$ cat config.mk
export PLATFORM = sky130hd
export DESIGN_NAME = fp_mul_issue_flat
export DESIGN_NICKNAME = d
export VERILOG_FILES = /design/src/rtl/fp_mul_issue_if.sv /design/src/rtl/fp_mul_issue.sv /design/src/flat_wrapper.sv
export SDC_FILE = /design/constraint.sdc
export NUM_CORES = 1
export LEC_CHECK = 0
export CAP_MARGIN = 20
export CORE_MARGIN = 3
export CORE_UTILIZATION = 45
export DETAILED_ROUTE_END_ITERATION = 12
export GPL_TIMING_DRIVEN = 1
export PLACE_DENSITY = 0.78
export SLEW_MARGIN = 25
export SYNTH_ARGS = -nofsm -noshare
export SYNTH_HDL_FRONTEND = slang
export SYNTH_SLANG_ARGS = --single-unit
$ cat constraint.sdc
create_clock -name i_clk -period 5 [get_ports i_clk]
set_clock_uncertainty 0.2 [all_clocks]
set_input_delay 0.5 -clock i_clk [delete_from_list [all_inputs] [get_ports i_clk]]
set_output_delay 0.5 -clock i_clk [all_outputs]
set_load 0.05 [all_outputs]
$ cat src/rtl/fp_mul_issue_if.sv
// Request, core-launch and response signals that connect the FP32 multiply
// issue stage to the ALU and to the iterative multiplier core.
interface fp_mul_issue_if;
  logic        i_req_valid;
  logic        o_req_ready;
  logic [31:0] i_a;
  logic [31:0] i_b;
  logic        o_core_valid;
  logic [31:0] o_core_a;
  logic [31:0] o_core_b;
  logic        i_core_valid;
  logic [31:0] i_core_result;
  logic        o_resp_valid;
  logic [31:0] o_result;
  logic [3:0]  o_flags;

  modport slave (
    input  i_req_valid, i_a, i_b, i_core_valid, i_core_result,
    output o_req_ready, o_core_valid, o_core_a, o_core_b,
           o_resp_valid, o_result, o_flags
  );

  modport master (
    output i_req_valid, i_a, i_b, i_core_valid, i_core_result,
    input  o_req_ready, o_core_valid, o_core_a, o_core_b,
           o_resp_valid, o_result, o_flags
  );
endinterface

$ cat src/rtl/fp_mul_issue.sv
// FP32 multiply issue stage: resolves IEEE special operands locally, launches the
// iterative core for finite normals, then rebiases and saturates the raw product.
module fp_mul_issue #(
  parameter int CORE_TIMEOUT = 31
) (
  input  logic           i_clk,
  input  logic           i_rst_n,
  fp_mul_issue_if.slave  bus
);
  localparam int CW = $clog2(CORE_TIMEOUT + 1);

  typedef enum logic [1:0] {IDLE = 2'd0, BUSY = 2'd1, RESP = 2'd2} state_t;

  state_t              state_reg, state_next;
  logic [CW-1:0]       count_reg;
  logic signed [9:0]   e_base_reg;
  logic [7:0]          s8_reg;
  logic                sign_reg;
  logic                core_valid_q;

  logic [7:0]  a_exp, b_exp;
  logic        a_nan, b_nan, a_inf, b_inf, a_zero, b_zero;
  logic        accept, special, invalid, sign_in;
  logic [31:0] special_result;
  logic        complete, timeout, carry;
  logic signed [9:0] e_final;
  logic        overflow, underflow;

  assign a_exp  = bus.i_a[30:23];
  assign b_exp  = bus.i_b[30:23];
  assign a_nan  = (a_exp == 8'hFF) && (bus.i_a[22:0] != 23'd0);
  assign b_nan  = (b_exp == 8'hFF) && (bus.i_b[22:0] != 23'd0);
  assign a_inf  = (a_exp == 8'hFF) && (bus.i_a[22:0] == 23'd0);
  assign b_inf  = (b_exp == 8'hFF) && (bus.i_b[22:0] == 23'd0);
  // Denormals have a zero exponent and are treated as zero.
  assign a_zero = (a_exp == 8'h00);
  assign b_zero = (b_exp == 8'h00);

  assign accept  = bus.i_req_valid && (state_reg == IDLE);
  assign special = a_nan | b_nan | a_inf | b_inf | a_zero | b_zero;
  assign invalid = a_nan | b_nan | (a_inf & b_zero) | (a_zero & b_inf);
  assign sign_in = bus.i_a[31] ^ bus.i_b[31];

  always_comb begin
    special_result = {sign_in, 31'd0};
    if (invalid)
      special_result = 32'h7FC0_0000;
    else if (a_inf || b_inf)
      special_result = {sign_in, 8'hFF, 23'd0};
  end

  // A level left high by the previous op must not count as a new completion.
  assign complete  = bus.i_core_valid && !core_valid_q;
  assign timeout   = (count_reg == CW'(CORE_TIMEOUT)) && !complete;
  assign carry     = (bus.i_core_result[30:23] != s8_reg);
  assign e_final   = e_base_reg + $signed({9'd0, carry});
  assign overflow  = (e_final >= 10'sd255);
  assign underflow = (e_final <= 10'sd0);

  always_ff @(posedge i_clk or negedge i_rst_n) begin
    if (!i_rst_n)
      state_reg <= IDLE;
    else
      state_reg <= state_next;
  end

  always_comb begin
    state_next = state_reg;
    case (state_reg)
      IDLE:    if (accept) state_next = special ? RESP : BUSY;
      BUSY:    if (complete || timeout) state_next = RESP;
      RESP:    state_next = IDLE;
      default: state_next = IDLE;
    endcase
  end

  always_comb begin
    bus.o_req_ready  = (state_reg == IDLE);
    bus.o_resp_valid = (state_reg == RESP);
  end

  always_ff @(posedge i_clk or negedge i_rst_n) begin
    if (!i_rst_n) begin
      bus.o_core_valid <= 1'b0;
      bus.o_core_a     <= 32'd0;
      bus.o_core_b     <= 32'd0;
      bus.o_result     <= 32'd0;
      bus.o_flags      <= 4'd0;
      count_reg        <= '0;
      e_base_reg       <= '0;
      s8_reg           <= 8'd0;
      sign_reg         <= 1'b0;
      core_valid_q     <= 1'b0;
    end else begin
      core_valid_q     <= bus.i_core_valid;
      bus.o_core_valid <= 1'b0;
      case (state_reg)
        IDLE: begin
          if (accept) begin
            sign_reg <= sign_in;
            if (special) begin
              bus.o_result <= special_result;
              bus.o_flags  <= {invalid, 3'b000};
            end else begin
              bus.o_core_a     <= bus.i_a;
              bus.o_core_b     <= bus.i_b;
              bus.o_core_valid <= 1'b1;
              e_base_reg       <= $signed({2'b00, a_exp} + {2'b00, b_exp} - 10'd127);
              s8_reg           <= a_exp + b_exp;
              count_reg        <= '0;
            end
          end
        end
        BUSY: begin
          count_reg <= count_reg + CW'(1);
          if (complete) begin
            if (overflow) begin
              bus.o_result <= {sign_reg, 8'hFF, 23'd0};
              bus.o_flags  <= 4'b0100;
            end else if (underflow) begin
              bus.o_result <= {sign_reg, 31'd0};
              bus.o_flags  <= 4'b0010;
            end else begin
              bus.o_result <= {sign_reg, e_final[7:0], bus.i_core_result[22:0]};
              bus.o_flags  <= 4'b0000;
            end
          end else if (timeout) begin
            bus.o_result <= 32'h7FC0_0000;
            bus.o_flags  <= 4'b0001;
          end
        end
        default: ;
      endcase
    end
  end
endmodule

$ cat src/flat_wrapper.sv
// flat-port wrapper written by rule: the top's interface ports become plain ports
module fp_mul_issue_flat 
#(
  parameter int CORE_TIMEOUT = 31
)
  (i_clk, i_rst_n, bus_i_req_valid, bus_i_a, bus_i_b, bus_i_core_valid, bus_i_core_result, bus_o_req_ready, bus_o_core_valid, bus_o_core_a, bus_o_core_b, bus_o_resp_valid, bus_o_result, bus_o_flags);
  fp_mul_issue_if bus_i ();
  input  logic i_clk;
  input  logic i_rst_n;
  input wire logic [$bits(bus_i.i_req_valid)-1:0] bus_i_req_valid;
  input wire logic [$bits(bus_i.i_a)-1:0] bus_i_a;
  input wire logic [$bits(bus_i.i_b)-1:0] bus_i_b;
  input wire logic [$bits(bus_i.i_core_valid)-1:0] bus_i_core_valid;
  input wire logic [$bits(bus_i.i_core_result)-1:0] bus_i_core_result;
  output wire logic [$bits(bus_i.o_req_ready)-1:0] bus_o_req_ready;
  output wire logic [$bits(bus_i.o_core_valid)-1:0] bus_o_core_valid;
  output wire logic [$bits(bus_i.o_core_a)-1:0] bus_o_core_a;
  output wire logic [$bits(bus_i.o_core_b)-1:0] bus_o_core_b;
  output wire logic [$bits(bus_i.o_resp_valid)-1:0] bus_o_resp_valid;
  output wire logic [$bits(bus_i.o_result)-1:0] bus_o_result;
  output wire logic [$bits(bus_i.o_flags)-1:0] bus_o_flags;
  assign bus_i.i_req_valid = bus_i_req_valid;
  assign bus_i.i_a = bus_i_a;
  assign bus_i.i_b = bus_i_b;
  assign bus_i.i_core_valid = bus_i_core_valid;
  assign bus_i.i_core_result = bus_i_core_result;
  assign bus_o_req_ready = bus_i.o_req_ready;
  assign bus_o_core_valid = bus_i.o_core_valid;
  assign bus_o_core_a = bus_i.o_core_a;
  assign bus_o_core_b = bus_i.o_core_b;
  assign bus_o_resp_valid = bus_i.o_resp_valid;
  assign bus_o_result = bus_i.o_result;
  assign bus_o_flags = bus_i.o_flags;
  fp_mul_issue #(.CORE_TIMEOUT(CORE_TIMEOUT)) u_core (.i_clk(i_clk), .i_rst_n(i_rst_n), .bus(bus_i));
endmodule
# Word-level counts from Yosys, hierarchy flattened
# Cells that the tools add are included.
# totals
regBits,128
in_bits,100
# classes
add_sub_neg,5
order_cmp,2
eq_ne,11
muxes,26
bitwise_logic,11
reduce_logical,24
# ops
cell,count
$mux W32,5
$mux W31,3
$pmux W32 S2,1
$logic_not A23 Y1,2
$reduce_bool A23 Y1,2
$mux W4,5
$eq A8 B8 Y1 const B,2
$logic_not A8 Y1,2
$add A10 B2 Y10,1
$ge A10 B9 Y1 const B,1
$le A10 B1 Y1 const B,1
$mux W5,2
$pmux W5 S2,1
$sub A10 B7 Y10 const B,1
$add A8 B8 Y9,1
$add A8 B8 Y8,1
$mux W2,4
$ne A8 B8 Y1,1
$pmux W4 S2,1
$logic_and A1 B1 Y1,7
$or A1 B1 Y1,7
$ne A2 B1 Y1 const B,3
$reduce_and A3 Y1,2
$add A5 B1 Y5 const B,1
16 further kinds,22

# Longest topological paths before layout
# Gate-level depths: netlist (run 1).
# logic_depth
depth_word,10
depth_mapped,13

# Worst setup path after synthesis (run 1)
# No wires, ideal clock.
# synth_timing
path_kind,input to register
start,input port bus_i_core_result[30]
end,register u_core.bus.o_result[10] (netlist bit)
arrival_ns,2.721
required_time_ns,4.666
slack_ns,1.945
path_stages,13
path_buffers,2
path_cell_list,xor2_1 nor4_1 nand2_1 ha_1 ha_1 clkbuf_1 nor3_1 a31oi_1 or3_1 a2111o_1 nand2_2 buf_6 o41ai_1
# synth_via
elab_chain_len,7
elab_cells_between_ends,8
cone_classes,add/sub (1); order compare (2); eq/ne (1); mux (4)
# synth_rtl
element,line,text
"start, declared",flat_wrapper.sv:14,input wire logic [$bits(bus_i.i_core_result)-1:0] bus_i_core_result;
$ne A8 B8 Y1 (*),fp_mul_issue.sv:55,assign carry = (bus.i_core_result[30:23] != s8_reg);
$add A10 B2 Y10 (*),fp_mul_issue.sv:56,"assign e_final = e_base_reg + $signed({9'd0, carry});"
$le A10 B1 Y1,fp_mul_issue.sv:58,assign underflow = (e_final <= 10'sd0);
$mux W31,fp_mul_issue.sv:120,end else if (underflow) begin
$mux W31 (*),fp_mul_issue.sv:117,if (overflow) begin
$mux W32 (*),fp_mul_issue.sv:116,if (complete) begin
$pmux W32 S2 (*),fp_mul_issue.sv:97,case (state_reg)
"end signal, assigned",fp_mul_issue.sv:118,"bus.o_result <= {sign_reg, 8'hFF, 23'd0};"
"end signal, assigned",fp_mul_issue.sv:121,"bus.o_result <= {sign_reg, 31'd0};"
"end signal, assigned",fp_mul_issue.sv:124,"bus.o_result <= {sign_reg, e_final[7:0], bus.i_core_result[22:0]};"
"end, declared",fp_mul_issue_if.sv:20,"o_resp_valid, o_result, o_flags"
# Every way passes the cells marked *; elsewhere a longest branch is shown, timed or not.
# A chain may end at the register's enable or synchronous reset.

# Worst setup path in the final report (run 1)
# layout_timing
start,input port bus_i_core_result[30]
end,register u_core.bus.o_flags[1] (netlist bit)
# layout_via
elab_chain_len,7
elab_cells_between_ends,8
cone_classes,add/sub (1); order compare (2); eq/ne (1); mux (4)
# layout_rtl
element,line,text
$ne A8 B8 Y1 (*),fp_mul_issue.sv:55,
$add A10 B2 Y10 (*),fp_mul_issue.sv:56,
$le A10 B1 Y1,fp_mul_issue.sv:58,
$mux W2,fp_mul_issue.sv:120,
$mux W4 (*),fp_mul_issue.sv:117,
$mux W4 (*),fp_mul_issue.sv:116,
$pmux W4 S2 (*),fp_mul_issue.sv:97,
"end signal, assigned",fp_mul_issue.sv:103,"bus.o_flags <= {invalid, 3'b000};"
"end, declared",fp_mul_issue_if.sv:20,
# Marks and branches as above.

==> run_results.csv, run 1 <==
group,metric,value,unit
cts,cts-buffers-inserted,17,
drt,avgRoutedWirePerCell,15.9,um
power,power.leakage,4.11,nW
setup_path,cp-end-kind,"flip-flop",
yosys,synth_top_family_by_area,"simple AND/OR/NAND/NOR gates",
yosys,synthMuxAreaShare,0.654,%
power,total_power,0.00634,W
placement,place_congestion,0.883,
setup_path,reg2regPathDepth,11,
floorplanning,core_region_area,13500,um^2
power,seq_power_share,28.8,%
global_routing,grt_pass1_vias,5619,
setup_path,r2r_slack,1.47,ns
global_routing,grt_antenna_before_repair,0,
timing,setup_tns,0,ns
cells_and_area,area_delta_synth_final,41.9,%
run,drv_cap,0,
timing,period_needed,3.62,ns
power,p_per_area,708,nW/um^2
floorplanning,dieWidth,124,um
worst_hold_path,holdPathEnd,"u_core.bus.o_core_a[21]",
timing,worst_pin_slew,0.930,ns
yosys,ys_seq_area_share,50.8,%
run_status,status,"finished clean",
cts,cts-resized-gates,0,
cells_and_area,antennaDiodeCount,0,
drt,routed_wl,17200,um
cells_and_area,layout.cells.non_filler,1078,
yosys,synth-main-ff-cell,"dfrtp_1",
cts,h-tree-depth,4,
placement,dp_slack,0.915,ns
yosys,syn_area,6310,um^2
cts,cts_tree,"yes",
cells_and_area,fillers,1149,
yosys,syn_nets,817,
power,ir_drop,0.420,mV
worst_hold_path,hold_depth,2,
timing,fin_crit_sh,72.5,%
placement,port_buffers,201,
power,internal_power,0.00334,W
yosys,yosys.area_share.simple,25.3,%
drt,drtPass1Iterations,4,
global_routing,grt_max_degree,92,
cts,cts_root_buffer,"clkbuf_16",
setup_path,cp_data_required_time,5.14,ns
timing,finalHoldViolCount,0,
yosys,synth_edf_count,0,
yosys,yosysWarnings,0,
cts,cts.clk_slew.worst_paths,0.06,ns
power,switchingPower,0.00300,W
setup_path,timing.rr.start,"u_core.s8_reg[7]",
cts,clk_latency,0.41,ns
yosys,synth_seq_cells,128,
floorplanning,dieArea,15500,um^2
yosys,synth_top_area_share,50.8,%
cells_and_area,drive_gt1_share,5.43,%
yosys,synth.most_common_cell,"nand2_1",
setup_path,crit_fanout,23,
yosys,syn_avg_cell_area,8.99,um^2
cts,cts_sinks,128,
worst_hold_path,hp-start,"u_core.bus.o_core_a[21]",
floorplanning,ios,203,
drt,drtAntennaViolNets,0,
setup_path,critPathLaunchType,"primary input",
placement,hpwl,12500,um
drt,vias,5635,
timing,setup_violations,0,
placement,dp.cells,1047,
setup_path,crit_arrival,3.77,ns
yosys,synth_adder_area_share,3.09,%
drt,via_per_inst,5.23,
setup_path,timing.rr.end,"u_core.bus.o_flags[1]",
global_routing,grt-ovfl-total,0,
timing,rsz0062_at_grt,"false",
timing,max_slew_margin,38.0,%
yosys,synth_xor_xnor_area_share,3.75,%
global_routing,grtUsageTotal,22.7,%
power,switching_share,47.3,%
floorplanning,initial_utilization,46.9,%
floorplanning,row_count,42,
yosys,synthDistinctLibCells,61,
timing,worst_hold_slack,0.271,ns
floorplanning,fp.dieH,124,um
timing,setup_ws,1.38,ns
power,combPwrFrac,52.5,%
yosys,postSynthCellCount,702,
global_routing,grt_pass1_wl,28700,um
power,pwr-share-clk,18.7,%
timing,drv_slew,0,
cells_and_area,multiInputGateArea,2810,um^2
yosys,synth_async_sr_flop_share,100,%
cells_and_area,regArea,3200,um^2
yosys,yosys-top-cells-count,"261 x nand2_1, 128 x dfrtp_1, 24 x inv_1",
setup_path,worstSetupPathType,"in2reg",
yosys,synth.area.top_cells,"dfrtp_1 51%, nand2_1 16%, o41ai_1 3.2%",
yosys,synth_top_area_cell,"dfrtp_1",
drt,route.detailed.drc,0,
cells_and_area,reg_top3,"u_core.bus.o_core_a: 32 flops, u_core.bus.o_core_b: 32 flops, u_core.bus.o_result: 32 flops",
cts,ctsLongestPathBuffers,2,
timing,max_freq,0.276,GHz
yosys,synth_compound_gate_area_share,11.6,%
drt,drt_iter0_drc,295,
cells_and_area,nNetsFinal,1006,
worst_hold_path,hold_path.class,"reg2reg",
## metal layers
layer / vias up / GRT usage [%] / share of wire, %
met1: 2647 / 29.5 / 45
met5: - / 0 / 0
met3: 13 / 7.72 / 7.4
li1: 2782 / - / -
met2: 193 / 36.5 / 46
met4: 0 / 6.19 / 0.81
## cell type report
| class | instances | area share [%] |
|---|---|---|
| clock buffer | 19 | 4.95 |
| multi-input combinational | 511 | 31.4 |
| tap | 176 | 2.46 |
| inverter | 26 | 1.10 |
| clock inverter | 11 | 1.30 |
| timing repair buffer | 207 | 23.0 |
| sequential | 128 | 35.8 |
## layout by cell type, fill, tap and decap left out, types with 3 or more instances in the layout
| cell | instances |
|---|---|
| inv_1 | 24 |
| dfrtp_1 | 128 |
| nor4_1 | 14 |
| a22o_1 | 3 |
| or4_1 | 6 |
| o31ai_1 | 7 |
| clkinvlp_4 | 3 |
| nor2_1 | 12 |
| a31oi_1 | 12 |
| mux2i_1 | 3 |
| nor2b_1 | 4 |
| and3_1 | 5 |
| clkbuf_16 | 17 |
| clkdlybuf4s50_1 | 200 |
| nand4_1 | 13 |
| nand3_1 | 13 |
| nand2_1 | 261 |
| nand2b_1 | 7 |
| o21ai_1 | 20 |
| buf_4 | 6 |
| a21oi_1 | 9 |
| o41ai_1 | 23 |
| nor3_1 | 7 |
| a21o_1 | 4 |
| ha_1 | 14 |
| xnor2_1 | 11 |
| xor2_1 | 16 |
| and2_1 | 5 |
| clkinv_2 | 6 |
## kinds of logic (layout without fill, tap and decap cells)
group,count (synthesis),count (layout)
simple gates,364,364
fa+ha+maj,15,15
xor+xnor,27,27
buf+inv,63,263
compound gates,101,101
mux,4,4
flops,128,128
## power by group through the flow
| stage | clock network [W] | registers (W) | logic (W) |
|---|---|---|---|
| finish | 0.00118 | 0.00182 | 0.00333 |
| global route | 0.00125 | 0.00189 | 0.00355 |
| CTS | 0.00121 | 0.00183 | 0.00336 |
| detailed placement | 0 | 0.00183 | 0.00334 |
| global placement | 0 | 0.00182 | 0.00331 |
| floorplan | 0 | 0.00305 | 0.00102 |
## critical path, cell delays in order
cell and delay [ns]:
clkdlybuf4s50_1 0.41, xor2_1 0.14, nor4_1 0.48, nand2_1 0.11, ha_1 0.23, ha_1 0.29
nor3_1 0.21, a31oi_1 0.05, or3_1 0.32, a2111o_1 0.39, nand2_2 0.40, a32o_1 0.23
## worst max path at each step
stage	startpoint	to	cells past startpoint
after floorplan	bus_i_core_result[30]	u_core.bus.o_result[10]	13
after global placement	bus_i_core_result[30]	u_core.bus.o_flags[1]	12
after detailed placement	bus_i_core_result[30]	u_core.bus.o_flags[1]	12
after CTS	bus_i_core_result[30]	u_core.bus.o_result[16]	12
after global routing	bus_i_core_result[30]	u_core.bus.o_flags[1]	12
final	bus_i_core_result[30]	u_core.bus.o_flags[1]	12
## through the flow
stage	cell area [um^2]	utilization [%]
after floorplan	6310	-
after global placement	8380	62.3
after detailed placement	8380	62.3
after CTS	8950	66.5
after global routing	8950	66.5
final	8950	66.5
## timing repair
item	4_1_cts	5_1_grt
buffers inserted	0	0
hold buffers	1	0
endpoints found under the hold margin	45	0
No activity file was read; power rests on OpenSTA's default activity.
==> run 2: changes to the inputs <==
clock period = 3.6 ns   (was 5 ns; I/O delays follow)
==> run 2 against run 1 <==
  * Setup slack worse by 0.98 ns
  * Critical path depth did not move
  * Non-clock buffer count up 12
  * Clock-buffer cell count did not move
  * Flip-flop and latch count did not move
  * Design area increased by 2.0%
  * Die area stayed put
  * Hold slack got worse by 0.023 ns
  * First-iteration DRC count rose by 3.7%
  * Global-route usage is 0.38 points higher
  * Utilization rose by 1.3 points
  * Sequential share of layout area decreased by 0.71 points
  * Largest power group unchanged
  * Highest routed layer unchanged
==> run_results.csv, run 2 (synthesized netlist as in run 1, its figures left out) <==
group,metric,value,unit
cells_and_area,layout.cells.non_filler,1092,
placement,place_congestion,0.894,
drt,via_per_inst,5.19,
worst_hold_path,hold_path.class,"in2async",
placement,port_buffers,201,
timing,setup_violations,0,
global_routing,grtUsageTotal,23.1,%
floorplanning,core_region_area,13500,um^2
setup_path,critPathLaunchType,"flip-flop",
setup_path,crit_family,"simple AND/OR/NAND/NOR gates",
placement,dp_slack,-0.0562,ns
timing,max_slew_margin,46.9,%
timing,period_needed,3.20,ns
floorplanning,ios,203,
floorplanning,initial_utilization,46.9,%
setup_path,cp-end-kind,"flip-flop",
global_routing,grt_max_degree,92,
global_routing,grt_use_met3,7.68,%
power,ir_drop,0.556,mV
power,p_per_area,985,nW/um^2
power,power.leakage,4.21,nW
drt,drt_iter0_drc,306,
timing,max_freq,0.313,GHz
cells_and_area,post-route-util,67.9,%
cts,ctsLongestPathBuffers,2,
timing,drv_slew,0,
cells_and_area,regArea,3200,um^2
cts,clk_latency,0.42,ns
cells_and_area,area_delta_synth_final,44.8,%
run_status,status,"finished clean",
global_routing,grt_util_met1,30.1,%
placement,placed_cell_area,8540,um^2
global_routing,grt_antenna_before_repair,0,
global_routing,grt.busiest_layer,"met2",
cells_and_area,drive_gt1_share,6.99,%
floorplanning,fp.dieH,124,um
setup_path,crit_buf_inv,2,
setup_path,crit_fanout,22,
cts,post_cts_buffers,0,
cells_and_area,multiInputGateArea,2810,um^2
global_routing,grt_pass1_vias,5785,
timing,rsz0062_at_grt,"false",
cts,h-tree-depth,4,
cts,cts-resized-gates,0,
setup_path,slowest_stage,"dfrtp_1",
cts,cts_root_buffer,"clkbuf_16",
cells_and_area,reg_top3,"u_core.bus.o_core_a: 32 flops, u_core.bus.o_core_b: 32 flops, u_core.bus.o_result: 32 flops",
setup_path,crit_arrival,3.27,ns
floorplanning,dieArea,15500,um^2
timing,setup_ws,0.400,ns
cells_and_area,nNetsFinal,1018,
cells_and_area,antennaDiodeCount,0,
setup_path,slowest_delay,0.39,ns
cts,cts_tree,"yes",
setup_path,cp-startpoint,"u_core.s8_reg[7]",
cells_and_area,layout_common_cells,"261 x nand2_1, 200 x clkdlybuf4s50_1, 128 x dfrtp_1",
drt,route.detailed.drc,0,
cells_and_area,layout_commonest_cell,"nand2_1",
cts,cts.clk_slew.worst_paths,0.06,ns
placement,hpwl,12700,um
drt,avgRoutedWirePerCell,16.0,um
cts,cts-buffers-inserted,17,
cts,cts_hold_buffers,1,
timing,fin_crit_sh,88.9,%
floorplanning,row_count,42,
drt,routed_wl,17500,um
cells_and_area,fillers,1096,
cells_and_area,design_area,9130,um^2
setup_path,cp_data_required_time,3.67,ns
setup_path,path_cells,"xor2_1 > nor4_1 > buf_4 > nand2_1 > ha_1 > and2_1 > nor4b_1 > a31oi_1 > a211o_1 > a21boi_1 > buf_12 > o41ai_1",
cts,cts_sinks,128,
global_routing,grtUsageMet2,36.6,%
global_routing,grt_pass1_wl,29100,um
setup_path,worstSetupPathType,"reg2reg",
timing,worst_pin_slew,0.794,ns
drt,vias,5670,
drt,drtAntennaViolNets,0,
drt,drtPass1Iterations,5,
floorplanning,dieWidth,124,um
run,drv_cap,0,
setup_path,timing.rr.start,"u_core.s8_reg[7]",
placement,dp.cells,1059,
timing,finalHoldViolCount,0,
global_routing,grt-ovfl-total,0,
run 2: cell type report:
class,count,share of cell area (%)
Sequential cell,128,35.1
Multi-Input combinational cell,511,30.8
Timing Repair Buffer,219,24.2
Clock buffer,19,4.96
Tap cell,176,2.41
Clock inverter,13,1.48
Inverter,26,1.08
run 2: final timing paths:
path                                                end  slack (ns)  cells after the start
worst max-delay path             u_core.bus.o_result[7]        0.40                     12
worst min-delay path            u_core.bus.o_result[21]        0.25                      2
worst max register to register   u_core.bus.o_result[7]        0.40                     12
worst min register to register    u_core.bus.o_flags[3]        0.27                      2
max in group asynchronous       u_core.bus.o_core_a[10]        2.19                      3
min in group i_clk                  u_core.core_valid_q        0.26                      1
run 2: worst reg2reg max path, delay by kind of cell (launching register included):
kind                     cells  cell delay, ns
AND/OR/NAND/NOR              4            0.91
XOR/XNOR                     1            0.16
buffers and inverters        2            0.39
adder cells (fa/ha/maj)      1            0.23
AO/OA/AOI/OAI                4            0.77
flip-flops                   1            0.39
run 2: through the flow:
stage / total power, W / hold WS (ns) / TNS, ns
5_1_grt: 0.00948 / 0.262 / 0
4_1_cts: 0.00907 / 0.244 / 0
3_5_place_dp: 0.00732 / 0.155 / -0.989
3_3_place_gp: 0.00726 / 0.153 / -0.609
6_report: 0.00900 / 0.249 / 0
2_1_floorplan: 0.00566 / -0.136 / 0
run 2: report_power, final:
part | switching, W | leakage [nW] | internal, W | total [W]
clock network | 0.000641 | 0.289 | 0.00105 | 0.00169
logic | 0.00312 | 2.32 | 0.00164 | 0.00476
registers | 0.000467 | 1.60 | 0.00208 | 0.00255
run 2: per-layer routing:
metal | up-vias | wire length, um
met2 | 218 | 8070
li1 | 2795 | -
met3 | 21 | 1410
met1 | 2636 | 7750
met4 | 0 | 247
met5 | - | 0
